File: src/rtl/fp_pkg.sv
// Shared types and constants for the floating-point multiply/round blocks.
package fp_pkg;

    typedef enum logic [2:0] {
        IDLE,
        MULT,
        NORM,
        ROUND,
        DONE
    } state_t;

    // Bit positions inside the 4-bit flags vector.
    localparam int FLAG_INV = 3;
    localparam int FLAG_OVF = 2;
    localparam int FLAG_UNF = 1;
    localparam int FLAG_INX = 0;

    function automatic int fp_bias(input int exp_w);
        return (1 << (exp_w - 1)) - 1;
    endfunction

    function automatic int fp_emax(input int exp_w);
        return (1 << exp_w) - 1;
    endfunction

    // Canonical quiet NaN {0, EMAX, 1, 0...}, zero-extended to 64 bits.
    function automatic logic [63:0] fp_qnan(input int exp_w, input int man_w);
        logic [63:0] v;
        v = (64'(fp_emax(exp_w)) << man_w) | (64'd1 << (man_w - 1));
        return v;
    endfunction

endpackage

File: src/rtl/fp_round_rne.sv
// Round-to-nearest-even on a normalised significand with guard/sticky bits.
module fp_round_rne #(
    parameter int EXP_W = 8,
    parameter int MAN_W = 23
) (
    input  logic [MAN_W:0]         sig_in,
    input  logic                   guard,
    input  logic                   sticky,
    input  logic signed [EXP_W+1:0] exp_in,
    output logic [MAN_W:0]         sig_out,
    output logic signed [EXP_W+1:0] exp_out,
    output logic                   inexact
);
    localparam logic signed [EXP_W+1:0] ONE_S = (EXP_W+2)'(1);

    logic           round_up;
    logic [MAN_W+1:0] sum;

    // Round up on guard with sticky or odd lsb; a carry-out renormalises to 1.0
    always_comb begin
        round_up = guard & (sticky | sig_in[0]);
        sum      = {1'b0, sig_in} + {{(MAN_W+1){1'b0}}, round_up};
        inexact  = guard | sticky;
        if (sum[MAN_W+1]) begin
            sig_out = sum[MAN_W+1:1];
            exp_out = exp_in + ONE_S;
        end else begin
            sig_out = sum[MAN_W:0];
            exp_out = exp_in;
        end
    end

endmodule

File: src/rtl/fp_multiplier_seq.sv
// Multi-cycle FP multiplier: shift-add significand product, RNE rounding, flags.
module fp_multiplier_seq #(
    parameter int EXP_W = 8,
    parameter int MAN_W = 23
) (
    input  logic                     CLK,
    input  logic                     RST,
    input  logic                     in_valid,
    output logic                     in_ready,
    input  logic [EXP_W+MAN_W:0]     a,
    input  logic [EXP_W+MAN_W:0]     b,
    output logic                     out_valid,
    input  logic                     out_ready,
    output logic [EXP_W+MAN_W:0]     c,
    output logic [3:0]               flags
);
    import fp_pkg::*;

    localparam int W  = 1 + EXP_W + MAN_W;
    localparam int SW = MAN_W + 1;
    localparam int PW = 2 * SW;
    localparam int EW = EXP_W + 2;
    localparam int CW = $clog2(MAN_W + 1);
    localparam logic signed [EW-1:0] BIAS_S = EW'(fp_bias(EXP_W));
    localparam logic signed [EW-1:0] EMAX_S = EW'(fp_emax(EXP_W));
    localparam logic signed [EW-1:0] ONE_S  = EW'(1);
    localparam logic signed [EW-1:0] ZERO_S = EW'(0);
    localparam logic [EXP_W-1:0]     EMAX_F = '1;
    localparam logic [63:0]          QNAN64 = fp_qnan(EXP_W, MAN_W);

    state_t state_q, state_d;

    logic                 sign_q;
    logic signed [EW-1:0] exp_q;
    logic [PW-1:0]        acc, mcand;
    logic [SW-1:0]        mplier;
    logic [CW-1:0]        cnt;
    logic [SW-1:0]        sig_q;
    logic                 guard_q, sticky_q;

    // Operand decode; subnormals count as zero
    logic [EXP_W-1:0] ea, eb;
    logic [MAN_W-1:0] fa, fb;
    logic             s, a_zero, b_zero, a_inf, b_inf, a_nan, b_nan;
    assign ea     = a[W-2:MAN_W];
    assign eb     = b[W-2:MAN_W];
    assign fa     = a[MAN_W-1:0];
    assign fb     = b[MAN_W-1:0];
    assign s      = a[W-1] ^ b[W-1];
    assign a_zero = (ea == '0);
    assign b_zero = (eb == '0);
    assign a_inf  = (ea == EMAX_F) && (fa == '0);
    assign b_inf  = (eb == EMAX_F) && (fb == '0);
    assign a_nan  = (ea == EMAX_F) && (fa != '0);
    assign b_nan  = (eb == EMAX_F) && (fb != '0);

    logic         spec_hit;
    logic [W-1:0] spec_c;
    logic [3:0]   spec_flags;

    // Special-value results that bypass the multiplier
    always_comb begin
        spec_hit   = 1'b1;
        spec_c     = '0;
        spec_flags = '0;
        if (a_nan || b_nan || (a_inf && b_zero) || (b_inf && a_zero)) begin
            spec_c               = QNAN64[W-1:0];
            spec_flags[FLAG_INV] = 1'b1;
        end else if (a_inf || b_inf) begin
            spec_c = {s, EMAX_F, {MAN_W{1'b0}}};
        end else if (a_zero || b_zero) begin
            spec_c = {s, {(EXP_W+MAN_W){1'b0}}};
        end else begin
            spec_hit = 1'b0;
        end
    end

    logic [SW-1:0]        norm_sig;
    logic                 norm_guard, norm_sticky;
    logic signed [EW-1:0] norm_exp;

    // Product lies in [1,4): pick the leading one and split off guard/sticky
    always_comb begin
        if (acc[PW-1]) begin
            norm_sig    = acc[PW-1:SW];
            norm_guard  = acc[SW-1];
            norm_sticky = |acc[SW-2:0];
            norm_exp    = exp_q + ONE_S;
        end else begin
            norm_sig    = acc[PW-2:SW-1];
            norm_guard  = acc[SW-2];
            norm_sticky = |acc[SW-3:0];
            norm_exp    = exp_q;
        end
    end

    logic [SW-1:0]        rnd_sig;
    logic signed [EW-1:0] rnd_exp;
    logic                 rnd_inexact;
    logic                 unused_hidden;
    assign unused_hidden = rnd_sig[MAN_W];

    fp_round_rne #(.EXP_W(EXP_W), .MAN_W(MAN_W)) u_round (
        .sig_in  (sig_q),
        .guard   (guard_q),
        .sticky  (sticky_q),
        .exp_in  (exp_q),
        .sig_out (rnd_sig),
        .exp_out (rnd_exp),
        .inexact (rnd_inexact)
    );

    logic [W-1:0] res_c;
    logic [3:0]   res_flags;

    // Final packing with overflow saturation to inf and underflow flush to zero
    always_comb begin
        res_flags           = '0;
        res_flags[FLAG_INX] = rnd_inexact;
        res_c               = {sign_q, rnd_exp[EXP_W-1:0], rnd_sig[MAN_W-1:0]};
        if (rnd_exp >= EMAX_S) begin
            res_c               = {sign_q, EMAX_F, {MAN_W{1'b0}}};
            res_flags[FLAG_OVF] = 1'b1;
            res_flags[FLAG_INX] = 1'b1;
        end else if (rnd_exp <= ZERO_S) begin
            res_c               = {sign_q, {(EXP_W+MAN_W){1'b0}}};
            res_flags[FLAG_UNF] = 1'b1;
            res_flags[FLAG_INX] = 1'b1;
        end
    end

    // State register
    always_ff @(posedge CLK) begin
        if (RST) state_q <= IDLE;
        else     state_q <= state_d;
    end

    // Next state and handshake outputs
    always_comb begin
        state_d   = state_q;
        in_ready  = (state_q == IDLE);
        out_valid = (state_q == DONE);
        unique case (state_q)
            IDLE:    if (in_valid) state_d = spec_hit ? DONE : MULT;
            MULT:    if (cnt == CW'(MAN_W)) state_d = NORM;
            NORM:    state_d = ROUND;
            ROUND:   state_d = DONE;
            DONE:    if (out_ready) state_d = IDLE;
            default: state_d = IDLE;
        endcase
    end

    // Datapath: operand latch, one shift-add step per MULT cycle, normalise, round
    always_ff @(posedge CLK) begin
        if (RST) begin
            c        <= '0;
            flags    <= '0;
            cnt      <= '0;
            acc      <= '0;
            mcand    <= '0;
            mplier   <= '0;
            exp_q    <= '0;
            sign_q   <= 1'b0;
            sig_q    <= '0;
            guard_q  <= 1'b0;
            sticky_q <= 1'b0;
        end else begin
            unique case (state_q)
                IDLE: if (in_valid) begin
                    sign_q <= s;
                    if (spec_hit) begin
                        c     <= spec_c;
                        flags <= spec_flags;
                    end else begin
                        exp_q  <= $signed({2'b00, ea}) + $signed({2'b00, eb}) - BIAS_S;
                        mcand  <= {{(PW-SW){1'b0}}, 1'b1, fa};
                        mplier <= {1'b1, fb};
                        acc    <= '0;
                        cnt    <= '0;
                    end
                end
                MULT: begin
                    if (mplier[0]) acc <= acc + mcand;
                    mcand  <= mcand << 1;
                    mplier <= mplier >> 1;
                    cnt    <= cnt + 1'b1;
                end
                NORM: begin
                    sig_q    <= norm_sig;
                    guard_q  <= norm_guard;
                    sticky_q <= norm_sticky;
                    exp_q    <= norm_exp;
                end
                ROUND: begin
                    c     <= res_c;
                    flags <= res_flags;
                end
                default: ;
            endcase
        end
    end

endmodule
File: config.mk
export PLATFORM = sky130hd
export DESIGN_NAME = fp_multiplier_seq
export DESIGN_NICKNAME = d
export VERILOG_FILES = /design/src/rtl/fp_pkg.sv /design/src/rtl/fp_round_rne.sv /design/src/rtl/fp_multiplier_seq.sv
export SDC_FILE = /design/constraint.sdc
export NUM_CORES = 1
export LEC_CHECK = 0
export ABC_AREA = 1
export BUFFER_PORTS_ARGS = -buffer_cell sky130_fd_sc_hd__buf_2
export CAP_MARGIN = 10
export CORE_MARGIN = 3
export CORE_UTILIZATION = 43
export CTS_CLUSTER_SIZE = 20
export DETAILED_ROUTE_END_ITERATION = 12
export PLACE_DENSITY = 0.7
export SLEW_MARGIN = 15
export SYNTH_ARGS = -nofsm -noshare
export SYNTH_HDL_FRONTEND = slang
export SYNTH_SLANG_ARGS = --single-unit
File: constraint.sdc
create_clock -name CLK -period 6.95 [get_ports CLK]
set_clock_uncertainty 0.05 [all_clocks]
set_input_delay 1.0425 -clock CLK [delete_from_list [all_inputs] [get_ports CLK]]
set_output_delay 1.0425 -clock CLK [all_outputs]
set_load 0.02 [all_outputs]
==> results of run 1 <==
kinds of logic (layout without fill, tap and decap cells):
family                     Yosys count  after routing  share of synthesized area (%)
DFF                                201            201                          30.17
AOI/OAI and AO/OA                  425            425                          17.14
and+or+nand+nor                   1177           1177                          36.47
buffers and inverters              237            311                          7.110
adders and majority gates           68             68                          6.491
xor gates and xnor gates            40             40                          2.626
how the worst max path moves through the flow:
| stage | from | endpoint | slack [ns] | depth (start not counted) |
|---|---|---|---|---|
| CTS | a[1] | mcand[0] | 3.63 | 12 |
| floorplan | a[24] | exp_q[7] | 4.17 | 12 |
| global route | sticky_q | c[7] | 3.47 | 17 |
| global placement | a[1] | cnt[0] | 3.12 | 13 |
| detailed placement | a[1] | mcand[0] | 3.09 | 12 |
| finish | acc[0] | acc[46] | 3.66 | 15 |
per-layer routing:
layer  vias up  global-route usage, %  share of wire, %
li1       7181                      -                 -
met1      6442                  31.69                46
met2       412                  38.66                46
met3        66                  2.511               5.5
met4         0                  5.271               2.5
met5         -                      0                 0
cell type report:
class	instances	area share (%)
Multi-Input combinational cell	1710	56.26
Clock buffer	30	4.301
Clock inverter	11	1.107
Sequential cell	201	26.96
Timing Repair Buffer	116	4.225
Inverter	154	3.873
Tap cell	390	3.270
worst max-delay path, stage by stage (launching register included):
cell	delay [ns]
dfxtp_1	0.39
ha_1	0.27
inv_1	0.08
fa_1	0.46
inv_1	0.11
nand3_1	0.07
nand2_1	0.20
nand2_1	0.08
nand2_1	0.18
inv_1	0.05
o21ai_0	0.58
nand3_1	0.26
nand3_1	0.15
nand2_1	0.05
nand3_1	0.06
a21oi_1	0.07
cells in the final DEF, fill, tap and decap left out, types with 3 or more instances in the layout:
cell / n
nand3b_1: 7
a21oi_1: 228
nand2_1: 749
inv_2: 3
nor3_1: 20
nand4_1: 36
nor3_2: 3
nand3_1: 112
xnor2_1: 12
inv_1: 149
a21boi_0: 6
o21bai_1: 9
clkbuf_8: 4
buf_4: 11
ha_1: 66
o21a_1: 5
buf_2: 104
xor2_1: 28
nor2_1: 203
clkbuf_16: 23
nor2_4: 3
o21ai_0: 123
bufinv_16: 4
or2_2: 15
a31oi_1: 34
a21o_1: 5
clkinv_2: 4
nand2_2: 7
clkbuf_1: 3
dfxtp_1: 201
nor4_1: 6
nor2_2: 5
state kept, by name (all words and copies together), names as in the netlist:
signal / cells
flags: 4
mplier: 24
cnt: 5
guard_q: 1
mcand: 48
c: 32
acc: 48
exp_q: 10
sticky_q: 1
state_q: 3
sig_q: 24
sign_q: 1
where the power goes:
group          leakage, nW  internal, mW  switching (mW)
Clock                0.397         0.799           0.497
Combinational         4.22         0.459            1.05
Sequential            1.63          1.34           0.184
Total                 6.25          2.60            1.73
==> results.md, run 1 <==
- Outcome: finished, final reports clean
- Synth top area cells: dfxtp_1 (30%), nand2_1 (21%), a21oi_1 (8.6%)
- Count leader, synth: nand2_1
- Worst vdd ir: 192.3 uV
- Hold/Removal Path Class: flip-flop to flip-flop
- Worst-path clk slew: 0.06 ns
- Worst R2R Setup Slack: 3.66 ns
- Hold_buf cts: 0
- Syn_nets: 2284
- Final core occ: 49.56%
- Via density: 5.399
- Final hold violation count: 0
- First-pass GRT wire length: 64.67 mm
- IO Count: 106
- Tot Pwr: 4.325 mW
- Number of antenna cells inserted: 0
- Worst hold stages: 2
- Reg2Reg Launch Point: acc[0]
- RR Endpoint: acc[46]
- H-tree levels: 1
- Synth Instances: 2148
- RD Place Congestion: 1.021
- Number of global-route vias before repair: 12.90k
- Detailed placement HPWL: 29.96 mm
- Buffers added on ports: 105
- CP Class: flip-flop to flip-flop
- Worst hold path startpoint: flags[2]
- Syn_area_per_cell: 6.210 sq um
- Largest net degree at the start of global routing: 83
- Crit path DAT: 3.59 ns
- Detailed-route via count: 14.10k
- Crit share post-route: 47.36%
- Die Wd: 182.1 microns
- Site Rows: 63
- Placed insts: 2570
- CTS resizes: 0
- Slew @ Worst Pin: 0.8960 ns
- Final setup vio count: 0
- # DRC: 0
- CTS tree: done
- Pre-antenna DRT Iters: 7
- Total wire length: 39.78 mm
- Seq cells post-synth: 201
- Area share of the largest cell type after synthesis: 30.17%
- Worst rel slew slack: 40.26%
- Pwr dens: 289.8 nW/um^2
- Setup TNS Final: 0 ns
- Die area: 33170 sq um
- Worst-skew pair later-pin latency: 0.52 ns
- Synth warn: 0
- RSZ-0062 raised after global routing: false
- Clock Tree Root: clkbuf_16
- Grt ovf: 0
- Sequential cell area: 4024 sq um
- Post-route minimum period: 3.291 ns
- Top cells by count, synth: nand2_1 (750), a21oi_1 (228), nor2_1 (205), dfxtp_1 (201), inv_1 (149)
- Sink Count: 201
- Distinct cell type count after synthesis: 52
- Total core area: 30110 sq um
- Hold Path End: flags[2]
- Synth Cell Area: 13340 sq um
- Fill count: 3154
- Register area share after synthesis: 30.17%
- CP startpoint kind: flip-flop
- Dpl ws: 3.092 ns
- Post-synth EDFFs: 0
- Routed Antenna Nets: 0
- Main synth FF type: dfxtp_1
- Placed Area: 14090 sq um
- Num CTS Buffers: 23
- Req. time, crit path: 7.25 ns
- 1st-iter DRT viols: 1190
- Max Slew Vio Count: 0
- Multi-input logic area: 8397 sq um
- # Post-CTS Setup Buffers: 0
- All-Layer GR Usage: 22.95%
- Initial Utilization: 44.30%
- CP endpoint kind: flip-flop
- Fin worst setup slack: 3.659 ns
- Critical path peak fanout: 6
- Post-synth top area cell: dfxtp_1
- Nets: 2342
- Leak: 6.253 nW
- Achievable Freq: 0.3038 GHz
- Maxcap violations: 0
- Antenna violations before repair: 0
- Cell Count, Final, Fillers Out: 2612
- Die H: 182.1 microns
- Clk buf depth: 3
- Area added between synthesis and finish: 11.88%
- Routed WL per cell: 15.23 microns
- Worst hold slack: 0.4085 ns
- Final instance area: 14920 sq um
- R2R depth: 15
- Ys async rst share: 0%
- Share of cells above drive strength 1: 8.911%
Note: power is estimated with default switching activity, not from simulation.
==> run 2, diff against run 1 <==
--- a/config.mk
+++ b/config.mk
@@ -12,7 +12,7 @@
 export CORE_UTILIZATION = 43
 export CTS_CLUSTER_SIZE = 20
 export DETAILED_ROUTE_END_ITERATION = 12
-export PLACE_DENSITY = 0.7
+export PLACE_DENSITY = 0.73
 export SLEW_MARGIN = 15
 export SYNTH_ARGS = -nofsm -noshare
 export SYNTH_HDL_FRONTEND = slang
==> constraint.sdc (replaced) <==
create_clock -name CLK -period 2.7 [get_ports CLK]
set_clock_uncertainty 0.05 [all_clocks]
set_input_delay 0.405 -clock CLK [delete_from_list [all_inputs] [get_ports CLK]]
set_output_delay 0.405 -clock CLK [all_outputs]
set_load 0.02 [all_outputs]
==> results.md, run 2 (synthesis gave the netlist of run 1 again) <==
- Clk buf depth: 3 (unchanged)
- Routed wl met2: 19.08 mm (+4.1%)
- Post-route minimum period: 2.563 ns (-0.7280 ns)
- CP startpoint kind: flip-flop
- Final core occ: 51.62% (+2.1 points)
- Top layer in use: met4
- Num CTS Buffers: 23 (unchanged)
- Buffers added on ports: 105 (unchanged)
- Fill count: 3062 (-2.9%)
- Worst path max stage delay: 0.34 ns (-0.24 ns)
- Most common cell on crit path: nand2_1
- Clock Tree Root: clkbuf_16
- Placed Area: 14610 sq um (+3.7%)
- Outcome: finished, final reports clean
- Share of cells above drive strength 1: 11.75% (+2.8 points)
- 1st-iter DRT viols: 1120 (-5.9%)
- Worst rel slew slack: 48.17% (+7.9 points)
- Routed WL per cell: 15.49 microns (+1.7%)
- Number of global-route vias before repair: 13.37k (+3.6%)
- Sink Count: 201 (unchanged)
- Pre-antenna DRT Iters: 7 (unchanged)
- Final hold violation count: 0 (unchanged)
- # DRC: 0 (unchanged)
- Site Rows: 63 (unchanged)
- Req. time, crit path: 3.11 ns (-4.14 ns)
- CP endpoint kind: flip-flop
- Max Slew Vio Count: 0 (unchanged)
- Cell Count, Final, Fillers Out: 2671 (+2.3%)
- Worst R2R Setup Slack: 0.14 ns (-3.52 ns)
- All-Layer GR Usage: 23.79% (+0.84 points)
- Nets: 2402 (+2.6%)
- Number of antenna cells inserted: 0 (unchanged)
- M1 wire length: 18.73 mm (+2.5%)
- Routed Antenna Nets: 0 (unchanged)
- RSZ-0062 raised after global routing: true
- Total wire length: 41.36 mm (+4.0%)
- Critical path peak fanout: 11 (+5)
- Switching Fraction: 40.30% (+0.31 points)
- Worst-path clk slew: 0.06 ns (about the same)
- Clk network pwr share: 27.6% (-2.4 points)
- Delay-heaviest family, CP: simple AND/OR/NAND/NOR gates
- Internal power: 6.849 mW (+160%)
- First-pass GRT wire length: 66.60 mm (+3.0%)
- Crit path cell chain: o21a_1, ha_2, ha_1, nand2_1, nor2_4, nand2_4, inv_6, buf_6, nand3_1, nand2_1, nand2_1, nor2_2, nand2_2, nand2_8, nand3_4, nand2_4, nor2_1, nor2_1
- Maxcap violations: 0 (unchanged)
- Buf/Inv on CP: 2 (-1)
- Sequential cell area: 4026 sq um (about the same)
- Biggest regs: acc: 48 flops, mcand: 48 flops, c: 32 flops
- Final instance area: 15540 sq um (+4.2%)
- Antenna violations before repair: 0 (unchanged)
- Crit share post-route: 94.94% (+48 points)
- Combinational power share: 38.7% (+3.8 points)
- Die area: 33170 sq um (unchanged)
- Initial Utilization: 44.30% (unchanged)
- Met3 routed WL: 2.223 mm (+1.4%)
- RD Place Congestion: 1.008 (-1.3%)
- Leak: 6.592 nW (+5.4%)
- Worst hold slack: 0.1186 ns (-0.2899 ns)
- Largest net degree at the start of global routing: 133 (+60%)
- Worst-skew pair later-pin latency: 0.52 ns (about the same)
- H-tree levels: 1 (unchanged)
- Grt ovf: 0 (unchanged)
- Most common cell after layout, fill and taps aside: nand2_1
- Die H: 182.1 microns (unchanged)
- Hold_buf cts: 0 (unchanged)
- IO Count: 106 (unchanged)
- Via density: 5.395 (about the same)
- CP Class: flip-flop to flip-flop
- Detailed placement HPWL: 31.62 mm (+5.5%)
- Placed insts: 2624 (+2.1%)
- CTS tree: done
- Commonest non-fill, non-tap cells in the layout: nand2_1 (746), a21oi_1 (228), nor2_1 (200), dfxtp_1 (199), inv_1 (149)
- Area added between synthesis and finish: 16.54%
- Hold/Removal Path Class: primary input to flip-flop
- Tot Pwr: 11.47 mW (+170%)
- Detailed-route via count: 14.41k (+2.2%)
- Slowest-stage cell, CP: dfxtp_1
- Achievable Freq: 0.3901 GHz (+28%)
- Pwr dens: 738.0 nW/um^2 (+150%)
- Crit path DAT: 2.97 ns (-0.62 ns)
- Switching power: 4.623 mW (+170%)
- Final setup vio count: 0 (unchanged)
- Worst vdd ir: 552.7 uV (+190%)
- Die Wd: 182.1 microns (unchanged)
- Multi-input logic area: 8529 sq um (+1.6%)
- Total core area: 30110 sq um (unchanged)
- Slew @ Worst Pin: 0.7775 ns (-0.1185 ns)
- Part of the power in registers: 33.7% (-1.5 points)
[run 2: changes by cell type in the layout (fill, tap and decap cells not counted), sizes merged]
cell	delta
buf	+57
nor2	+3
bufinv	-2
clkbuf	+2
clkinv	-2
inv	+2
clkinvlp	-1
[run 2: final cells by class]
type	count	area share, %
clock buffers	32	4.242
well taps	390	3.139
flip-flops and latches	201	25.90
multi-input cells	1713	54.87
clock inverters	8	0.6681
inverters	154	3.751
repair buffers	173	7.429
[run 2: worst min-delay path, stage by stage]
cell and delay, ns:
buf_2 0.11, nand3_1 0.07, a21oi_1 0.05
[run 2: path summary, 6_finish.rpt]
path / cells past startpoint / start / to
worst max-delay path: 18 / sticky_q / c[29]
worst min-delay path: 3 / a[0] / mcand[0]
worst max register to register: 18 / sticky_q / c[29]
worst min register to register: 2 / flags[2] / flags[2]
[run 2: what timing repair did]
action / in CTS / in global routing
buffers inserted: 0 / 4
setup endpoints to repair: 0 / 35
gates resized for setup: 0 / 28
[run 2: stage by stage]
stage	worst slack, ns	setup TNS (ns)
floorplan	0.2713	0
global placement	-0.06166	-1.505
detailed placement	-0.05607	-1.757
CTS	0.001780	0
global route	-0.03803	-0.4814
finish	0.1367	0
[run 2: power groups by stage]
stage | Clock [mW] | Combinational, mW | Sequential, mW
after detailed placement | 0 | 4.22 | 3.91
after CTS | 3.24 | 4.24 | 3.85
after global routing | 3.35 | 4.95 | 3.92
after floorplan | 0 | 3.05 | 3.81
after global placement | 0 | 4.17 | 3.90
final | 3.17 | 4.44 | 3.86
[run 2: layer usage]
layer | vias to the layer above | GRT usage [%]
li1 | 7298 | -
met1 | 6601 | 32.58
met2 | 429 | 39.59
met3 | 83 | 2.392
met4 | 0 | 7.404
met5 | - | 0
